`src/rtl/rf_wb_arbiter.sv`:
```
`default_nettype none
// ============================================================================
// rf_wb_arbiter : round-robin share of the register-file write port between
//                 two writeback sources, with a destination busy scoreboard.
// Revision      : 1.0
// ============================================================================
module rf_wb_arbiter #(
  parameter int XLEN = 32
) (
  input  logic            clk,
  input  logic            rst_n,
  input  logic            iss_valid,
  input  logic [4:0]      iss_rd,
  output logic            iss_ready,
  input  logic [4:0]      chk_rs1,
  input  logic [4:0]      chk_rs2,
  output logic            hz_rs1,
  output logic            hz_rs2,
  input  logic            s0_valid,
  input  logic [4:0]      s0_rd,
  input  logic [XLEN-1:0] s0_data,
  output logic            s0_ready,
  input  logic            s1_valid,
  input  logic [4:0]      s1_rd,
  input  logic [XLEN-1:0] s1_data,
  output logic            s1_ready,
  output logic            we3,
  output logic [4:0]      a3,
  output logic [XLEN-1:0] wd3,
  output logic [31:0]     busy
);

  logic            r_last_s1;
  logic [31:0]     r_busy;
  logic            r_we;
  logic [4:0]      r_a3;
  logic [XLEN-1:0] r_wd;

  logic            w_gnt0;
  logic            w_gnt1;
  logic            w_xfer;
  logic            w_wr;
  logic            w_iss;
  logic [4:0]      w_rd;
  logic [XLEN-1:0] w_data;
  logic [31:0]     w_busy_nxt;

  always_comb begin
    // Grants are qualified by rst_n so nothing handshakes while in reset.
    w_gnt0     = rst_n & s0_valid & (~s1_valid | r_last_s1);
    w_gnt1     = rst_n & s1_valid & (~s0_valid | ~r_last_s1);
    w_xfer     = w_gnt0 | w_gnt1;
    w_rd       = w_gnt1 ? s1_rd   : s0_rd;
    w_data     = w_gnt1 ? s1_data : s0_data;
    w_wr       = w_xfer & (w_rd != 5'd0);
    w_iss      = rst_n & iss_valid & ((iss_rd == 5'd0) | ~r_busy[iss_rd]);
    w_busy_nxt = r_busy;
    if (w_wr)
      w_busy_nxt[w_rd] = 1'b0;
    // Issue is applied after the clear so a same-cycle set wins.
    if (w_iss)
      w_busy_nxt[iss_rd] = 1'b1;
    w_busy_nxt[0] = 1'b0;
  end

  always_ff @(posedge clk or negedge rst_n) begin
    if (!rst_n) begin
      r_last_s1 <= 1'b1;
      r_busy    <= 32'd0;
      r_we      <= 1'b0;
      r_a3      <= 5'd0;
      r_wd      <= '0;
    end else begin
      r_busy <= w_busy_nxt;
      r_we   <= w_wr;
      if (w_xfer)
        r_last_s1 <= w_gnt1;
      if (w_wr) begin
        r_a3 <= w_rd;
        r_wd <= w_data;
      end
    end
  end

  // A register stays hazardous until the write-stage cycle has committed it.
  always_comb begin
    hz_rs1 = (chk_rs1 != 5'd0) & (r_busy[chk_rs1] | (r_we & (r_a3 == chk_rs1)));
    hz_rs2 = (chk_rs2 != 5'd0) & (r_busy[chk_rs2] | (r_we & (r_a3 == chk_rs2)));
  end

  assign s0_ready  = w_gnt0;
  assign s1_ready  = w_gnt1;
  assign iss_ready = w_iss;
  assign we3       = r_we;
  assign a3        = r_a3;
  assign wd3       = r_wd;
  assign busy      = r_busy;

endmodule
`default_nettype wire

```
`config.mk`:
```
export PLATFORM = sky130hd
export DESIGN_NAME = rf_wb_arbiter
export DESIGN_NICKNAME = d
export VERILOG_FILES = /design/src/rtl/rf_wb_arbiter.sv
export SDC_FILE = /design/constraint.sdc
export NUM_CORES = 1
export LEC_CHECK = 0
export ABC_AREA = 1
export BUFFER_PORTS_ARGS = -buffer_cell sky130_fd_sc_hd__buf_2
export CAP_MARGIN = 40
export CORE_UTILIZATION = 47
export CTS_BUF_LIST = sky130_fd_sc_hd__clkbuf_4 sky130_fd_sc_hd__clkbuf_8
export CTS_CLUSTER_SIZE = 25
export DETAILED_ROUTE_END_ITERATION = 12
export HOLD_SLACK_MARGIN = 0.1
export PLACE_DENSITY = 0.87
export SYNTH_ARGS = -nofsm -noshare
export SYNTH_HDL_FRONTEND = slang
export SYNTH_SLANG_ARGS = --single-unit
```
`constraint.sdc`:
```
create_clock -name clk -period 1.9 [get_ports clk]
set_clock_uncertainty 0.15 [all_clocks]
set_input_delay 0.19 -clock clk [delete_from_list [all_inputs] [get_ports clk]]
set_output_delay 0.19 -clock clk [all_outputs]
set_load 0.03 [all_outputs]
```
==> results of run 1 <==
## state kept, by name (all words and copies together) (netlist names)
name       cells
we3            1
a3             5
busy          31
wd3           32
r_last_s1      1
## what timing repair did
| action | in CTS | in global routing |
|---|---|---|
| resized for setup | 96 | 112 |
| hold buffers | 68 | 0 |
| setup buffers | 22 | 17 |
| pin swaps | 16 | 28 |
| endpoints found under the hold margin | 63 | 0 |
| cloned | 6 | 3 |
| setup endpoints to repair | 64 | 73 |
## logic make-up (layout without fill, tap and decap cells)
logic type	Yosys count	in the layout
compound gates	60	60
buf+inv	115	416
flops	70	70
simple gates	542	542
other cells	1	4
## routing by layer
metal | global-route usage, % | vias to the layer above | share of wire (%)
met5 | 0 | - | 0
li1 | - | 3064 | -
met3 | 14.3 | 376 | 17
met2 | 67.5 | 900 | 41
met1 | 46.2 | 3397 | 29
met4 | 41.1 | 0 | 13
## power by group through the flow
stage / Combinational (mW) / Sequential, mW / Clock, mW
after floorplan: 0.983 / 2.75 / 0
final: 3.50 / 2.23 / 1.52
after detailed placement: 2.47 / 2.16 / 0
after global placement: 2.42 / 2.17 / 0
after CTS: 2.87 / 2.14 / 1.40
after global routing: 3.68 / 2.25 / 1.55
## worst min-delay path: stages
cell and delay (ps):
sky130_fd_sc_hd__buf_2 160, sky130_fd_sc_hd__a21oi_4 210, sky130_fd_sc_hd__o21ai_0 110
## final cells by class
cell class / count / share of cell area (%)
clock buffers: 11 / 1.92
clock inverters: 5 / 1.03
inverters: 79 / 4.04
flip-flops and latches: 70 / 22.4
repair buffers: 316 / 29.7
repair inverters: 5 / 0.906
diodes: 3 / 0.0953
multi-input cells: 603 / 37.7
well taps: 133 / 2.11
## placed cells by master, fill, tap and decap left out, types with 17 or more instances in the layout
cell | synthesis | final
sky130_fd_sc_hd__dfrtp_1 | 69 | 58
sky130_fd_sc_hd__nand4_1 | 33 | 33
sky130_fd_sc_hd__nand2_1 | 377 | 313
sky130_fd_sc_hd__buf_2 | 5 | 162
sky130_fd_sc_hd__o21ai_1 | 5 | 17
sky130_fd_sc_hd__nand3_1 | 49 | 43
sky130_fd_sc_hd__nand2_2 | 2 | 51
sky130_fd_sc_hd__inv_1 | 76 | 61
sky130_fd_sc_hd__buf_4 | 11 | 62
sky130_fd_sc_hd__nor2_1 | 63 | 54
sky130_fd_sc_hd__dlygate4sd3_1 | 0 | 67
## metrics by stage
| stage | std cells | hold slack [ps] | instance area (sq um) |
|---|---|---|---|
| floorplan | 788 | -256 | 4840 |
| global placement | 1092 | 126 | 5970 |
| detailed placement | 1092 | 130 | 5970 |
| CTS | 1204 | 104 | 7390 |
| global route | 1224 | 158 | 7870 |
| finish | 1225 | 147 | 7870 |
## worst paths after layout
kind	from	to	slack (ps)	cells past startpoint
hold / removal	s1_valid	r_last_s1	150	3
hold reg to reg	wd3[15]	wd3[15]	350	2
setup / recovery	r_last_s1	wd3[3]	-400	13
min in group asynchronous	rst_n	wd3[27]	430	4
max in group asynchronous	rst_n	busy[4]	570	4
setup reg to reg	r_last_s1	wd3[3]	-400	13
==> metrics.csv, run 1 <==
stage,metric,value,unit
status,outcome,"finished, violations left",
status,failing_checks,negative setup slack,
place,finalWeightedCongestion,0.932,
pwr,switching_share,47.2,%
logic_synthesis,syn-cell-area,4820,sq um
pwr,power.net_switching,3.42,mW
finish,finish.net_count,1178,
global_routing,first_global_vias,6843,
logic_synthesis,yosys.area_share.adder,0,%
floorplan,number_of_top_level_pins,169,
critical_path,cp-end-kind,flop,
drt,drc,0,
sta,max-slew-margin-rel,63.4,%
critical_path,arrival,2410,ps
logic_synthesis,yosysSeqAreaShare,36.4,%
finish,multi_input_area,2970,sq um
clock_tree,cts_num_sinks,70,
pwr,ir_drop,0.000544,V
floorplan,die_y,103,um
sta,grt_setup_unrepaired,true,
floorplan,dieWidth,103,um
critical_path,cpMostUsedCell,sky130_fd_sc_hd__nand2_2,
logic_synthesis,ys_seq_elements,70,
pwr,cellPowerDensity,921,nW/um^2
critical_path,cp_slowest_stage_delay,560,ps
finish,final_core_utilization,79.8,%
floorplan,fp.dieArea,10700,sq um
global_routing,grt_first_pass_wirelength,34200,um
drt,dr.pass1.iters,11,
global_routing,grt_start_max_net_pins,42,
logic_synthesis,synth_top_family_by_area,simple AND/OR/NAND/NOR gates,
drt,dr_total_vias,7737,
logic_synthesis,yosys.cell_count.top_type,sky130_fd_sc_hd__nand2_1,
floorplan,std_cell_rows,36,
clock_tree,cts_tree,yes,
critical_path,worstPathMaxFanout,16,
critical_path,worstSetupPathType,reg -> reg,
finish,syn_to_final_growth,63.5,%
drt,dr.first_iter.drc_count,1493,
place,detailedPlacementHpwl,11700,um
drt,drt-vias-per-instance,6.32,
clock_tree,clockBufferDepth,2,
critical_path,timing.critical_path.cells,nand2_2 > nand3_4 > buf_4 > nand2_1 > o21ai_2 > buf_4 > nor2_4 > nand2_2 > nand2_4 > buf_6 > buf_16 > nand2_2 > nand2_2,
global_routing,number_of_antenna_violations_at_the_first_check_in_global_routing,3,
clock_tree,clkLatencyLatePin,380,ps
critical_path,cp.buffers_inverters,4,
logic_synthesis,synth.avg_cell_area,6.11,sq um
logic_synthesis,netlist_top_cells_count,"377 x sky130_fd_sc_hd__nand2_1, 76 x sky130_fd_sc_hd__inv_1, 69 x sky130_fd_sc_hd__dfrtp_1, 63 x sky130_fd_sc_hd__nor2_1, 49 x sky130_fd_sc_hd__nand3_1",
sta,setup_viol_count_final,74,
sta,setup_tns,-17020,ps
logic_synthesis,synth_top_area_cell,sky130_fd_sc_hd__dfrtp_1,
clock_tree,clk_root_buffer_cell,sky130_fd_sc_hd__clkbuf_8,
sta,drv_slew,0,
pwr,p_leak,4.31,nW
drt,avgRoutedWirePerCell,22.8,um
pwr,p_comb_share,48.3,%
drt,route.antenna.remaining_nets,0,
global_routing,overflow,0,
run,drv.max_cap_violation_count,0,
floorplan,initial_core_util,48.8,%
logic_synthesis,yosys-mux-area-fraction,0,%
logic_synthesis,synth.top_cells.by_area,"sky130_fd_sc_hd__dfrtp_1 36%, sky130_fd_sc_hd__nand2_1 29%, sky130_fd_sc_hd__inv_1 5.9%",
critical_path,timing.critical_path.required,2010,ps
critical_path,worst_setup_path_start_kind,flop,
logic_synthesis,yosys.cell_types.count,27,
sta,final_number_of_hold_violating_endpoints,0,
logic_synthesis,synthCells,788,
pwr,clkPwrFrac,20.9,%
logic_synthesis,yosysTopAreaCellShare,35.8,%
finish,count_of_filler_cells_inserted_in_the_layout,587,
logic_synthesis,ys.warnings.count,0,
logic_synthesis,synth-compound-area-share,6.52,%
finish,total_area_of_sequential_cells,1770,sq um
pwr,share_seq_of_total_power,30.8,%
sta,max_freq,434,MHz
sta,min_period_over_period,121,%
place,port_buf_inserts,167,
sta,timing_worst_slew_pin_value,549,ps
drt,totalWireLength,28000,um
clock_tree,path_clk_slew,100,ps
logic_synthesis,ys_dominant_reg_cell,sky130_fd_sc_hd__dfrtp_1,
logic_synthesis,synth_edf_count,0,
place,place_worst_setup_slack,-65.1,ps
clock_tree,tritoncts.num_buffers,9,
global_routing,groute.usage.overall,43.3,%
min_path,min-delay-path-class,in -> reg,
critical_path,timing.critical_path.slowest_stage_cell,sky130_fd_sc_hd__dfstp_2,
clock_tree,ctsHtreeMaxLevel,3,
sta,layout_min_cycle_time,2300,ps
logic_synthesis,async_reset_ff_share,100,%
finish,final_layout_size_suffix_gt1_share,37.0,%
logic_synthesis,synth_fp_nets,882,
logic_synthesis,post_synth_and_or_nand_nor_area_fraction,46.4,%
pwr,power.internal,3.83,mW
pwr,fin_total_pwr,7.25,mW
sta,final_critical_path_setup_slack,-403,ps
logic_synthesis,synth_xor_area_share,0,%
floorplan,core_region_area,9860,sq um
critical_path,path_delay_family,simple AND/OR/NAND/NOR gates,
Note: power is estimated with default switching activity, not from simulation.
==> inputs of run 2 (changes only) <==
Settings changed: GPL_ROUTABILITY_DRIVEN set to 0, RECOVER_POWER set to 50.
==> run 2 against run 1 <==
The flow still finishes with violations (negative setup slack). Count of clock-buffer cells in the layout is the same. Utilization fell by 1.2 points. Hold slack better by 50 ps. Largest cell class unchanged. Largest power group unchanged.
==> metrics.csv, run 2 (synthesis results as in run 1) <==
stage,metric,value,unit,change
status,outcome,"finished, violations left",,
status,failing_checks,negative setup slack,,
sta,drv_slew,0,,unchanged
pwr,clkPwrFrac,21.0,%,about the same
min_path,min-delay-path-class,in -> reg,,
drt,dr_total_vias,7433,,-3.9%
sta,max_freq,432,MHz,-0.54%
sta,worst_hold_slack,197,ps,+50.1 ps
clock_tree,clockBufferDepth,2,,unchanged
clock_tree,clk_root_buffer_cell,sky130_fd_sc_hd__clkbuf_8,,
floorplan,number_of_top_level_pins,169,,unchanged
global_routing,number_of_antenna_violations_at_the_first_check_in_global_routing,5,,+2
clock_tree,ctsHtreeMaxLevel,3,,unchanged
floorplan,std_cell_rows,36,,unchanged
pwr,switching_share,47.7,%,+0.54 points
pwr,power.internal,3.75,mW,-2.1%
critical_path,timing.critical_path.required,2060,ps,+50 ps
critical_path,worstSetupPathType,reg -> reg,,
sta,min_period_over_period,122,%,+0.66 points
finish,layout_common_cells,"322 x sky130_fd_sc_hd__nand2_1, 162 x sky130_fd_sc_hd__buf_2, 67 x sky130_fd_sc_hd__dlygate4sd3_1, 62 x sky130_fd_sc_hd__dfrtp_1, 58 x sky130_fd_sc_hd__inv_1",,
clock_tree,path_clk_slew,120,ps,+20 ps
pwr,p_leak,4.22,nW,-2.2%
floorplan,die_y,103,um,unchanged
pwr,share_seq_of_total_power,31.8,%,+1.0 points
floorplan,core_region_area,9860,sq um,unchanged
place,place.detailed.instances,1096,,+0.37%
sta,final_number_of_hold_violating_endpoints,0,,unchanged
global_routing,first_global_vias,6347,,-7.2%
drt,drc,0,,unchanged
clock_tree,clkLatencyLatePin,370,ps,about the same
drt,route.antenna.remaining_nets,0,,unchanged
drt,avgRoutedWirePerCell,22.0,um,-3.8%
finish,final_common_cell,sky130_fd_sc_hd__nand2_1,,
sta,grt_setup_unrepaired,true,,
critical_path,worstPathMaxFanout,8,,-8
pwr,p_comb_share,47.2,%,-1.1 points
clock_tree,cts_num_sinks,70,,unchanged
clock_tree,tritoncts.num_buffers,9,,unchanged
floorplan,fp.dieArea,10700,sq um,unchanged
critical_path,cp-end-kind,flop,,
critical_path,worst_setup_path_start_kind,flop,,
drt,totalWireLength,26600,um,-4.8%
place,port_buf_inserts,167,,unchanged
finish,largest_register_ffs,32,,unchanged
sta,timing_worst_slew_pin_value,861,ps,+312 ps
drt,dr.pass1.iters,8,,-3
floorplan,dieWidth,103,um,unchanged
pwr,fin_total_pwr,7.17,mW,-1.1%
pwr,power.net_switching,3.42,mW,about the same
clock_tree,cts_tree,yes,,
finish,layoutNonFillerInstCount,1212,,-1.1%
finish,syn_to_final_growth,61.0,%,
floorplan,initial_core_util,48.8,%,unchanged
place,detailedPlacementHpwl,11700,um,-0.21%
sta,final_critical_path_setup_slack,-416,ps,-12.6 ps
sta,setup_viol_count_final,73,,-1.4%
global_routing,overflow,0,,unchanged
critical_path,arrival,2480,ps,+70 ps
global_routing,groute.usage.overall,39.5,%,-3.8 points
drt,drt-vias-per-instance,6.13,,-2.9%
sta,max-slew-margin-rel,42.6,%,-21 points
global_routing,grt_first_pass_wirelength,31400,um,-8.1%
global_routing,grt_start_max_net_pins,38,,-9.5%
sta,layout_min_cycle_time,2320,ps,+12.6 ps
finish,final_layout_size_suffix_gt1_share,34.9,%,-2.1 points
pwr,cellPowerDensity,924,nW/um^2,+0.40%
run,drv.max_cap_violation_count,0,,unchanged
pwr,ir_drop,0.000674,V,+24%
drt,dr.first_iter.drc_count,1169,,-22%
finish,finish.net_count,1167,,-0.93%
==> run 2: changes by cell type in the layout (fill, tap and decap cells not counted), moves of 4 or more <==
cell	delta
sky130_fd_sc_hd__nand3_2	-5
sky130_fd_sc_hd__buf_6	+6
sky130_fd_sc_hd__nand3_1	+5
sky130_fd_sc_hd__dfrtp_1	+4
sky130_fd_sc_hd__buf_4	-17
sky130_fd_sc_hd__nand2_1	+9
sky130_fd_sc_hd__nand2_2	-13
sky130_fd_sc_hd__dfrtp_2	-4
==> run 2: power by group through the flow <==
stage	logic (mW)	registers (mW)	clock network, mW
2_1_floorplan	0.983	2.75	0
3_3_place_gp	2.43	2.17	0
3_5_place_dp	2.48	2.16	0
4_1_cts	2.78	2.14	1.38
5_1_grt	3.53	2.29	1.54
6_report	3.38	2.28	1.51
==> run 2: final cells by class <==
class / instances / area [sq um]
Timing Repair Buffer: 307 / 2250
Fill cell: 616 / 2110
Tap cell: 133 / 166
Antenna cell: 1 / 2.50
Timing Repair inverter: 3 / 42.5
Clock inverter: 5 / 82.6
Sequential cell: 70 / 1760
Multi-Input combinational cell: 603 / 2970
Clock buffer: 11 / 145
Inverter: 79 / 333
==> run 2: path summary, 6_finish.rpt <==
check                           from        end  slack (ps)  cells past startpoint
max                        r_last_s1    wd3[19]        -420                     12
min                         s0_rd[1]      a3[1]         200                      5
max reg2reg                r_last_s1    wd3[19]        -420                     12
min reg2reg                 busy[11]   busy[11]         360                      2
max in group asynchronous      rst_n    busy[5]          90                      4
min in group asynchronous      rst_n  r_last_s1         570                      3
==> run 2: repair_timing <==
item | 4_1_cts | 5_1_grt
setup buffers | 17 | 11
pin swaps | 7 | 48
endpoints found under the hold margin | 66 | 0
resized for setup | 51 | 147
cloned | 2 | 4
endpoints found under the setup margin | 50 | 73
hold buffers | 68 | 0
==> run 2: routing by layer <==
metal | part of all wire [%] | track usage (%)
met5 | 0.15 | 0
met4 | 13 | 31.2
met3 | 16 | 9.27
met2 | 41 | 64.1
met1 | 30 | 44.9
==> run 2: worst max-delay path, cell delays in order (launching register included) <==
cell and delay, ps:
sky130_fd_sc_hd__dfstp_2 390, sky130_fd_sc_hd__nand2_2 80, sky130_fd_sc_hd__nand3_4 110, sky130_fd_sc_hd__buf_6 170, sky130_fd_sc_hd__o21ai_4 310, sky130_fd_sc_hd__nand2_2 130, sky130_fd_sc_hd__nor2_4 150, sky130_fd_sc_hd__nand2_2 70
sky130_fd_sc_hd__nand2_4 100, sky130_fd_sc_hd__buf_6 140, sky130_fd_sc_hd__buf_12 140, sky130_fd_sc_hd__nand2_1 90, sky130_fd_sc_hd__nand2_2 210
==> run 2: per-stage QoR <==
stage | instance area, sq um | utilization, % | setup TNS [ps] | setup slack [ps]
5_1_grt | 7750 | 78.6 | -21720 | -430
3_3_place_gp | 6000 | 60.8 | -206 | -75.7
2_1_floorplan | 4840 | - | 0 | 17.6
4_1_cts | 7210 | 73.1 | -236 | -123
6_report | 7750 | 78.6 | -18070 | -416
3_5_place_dp | 6000 | 60.8 | -2880 | -99.4
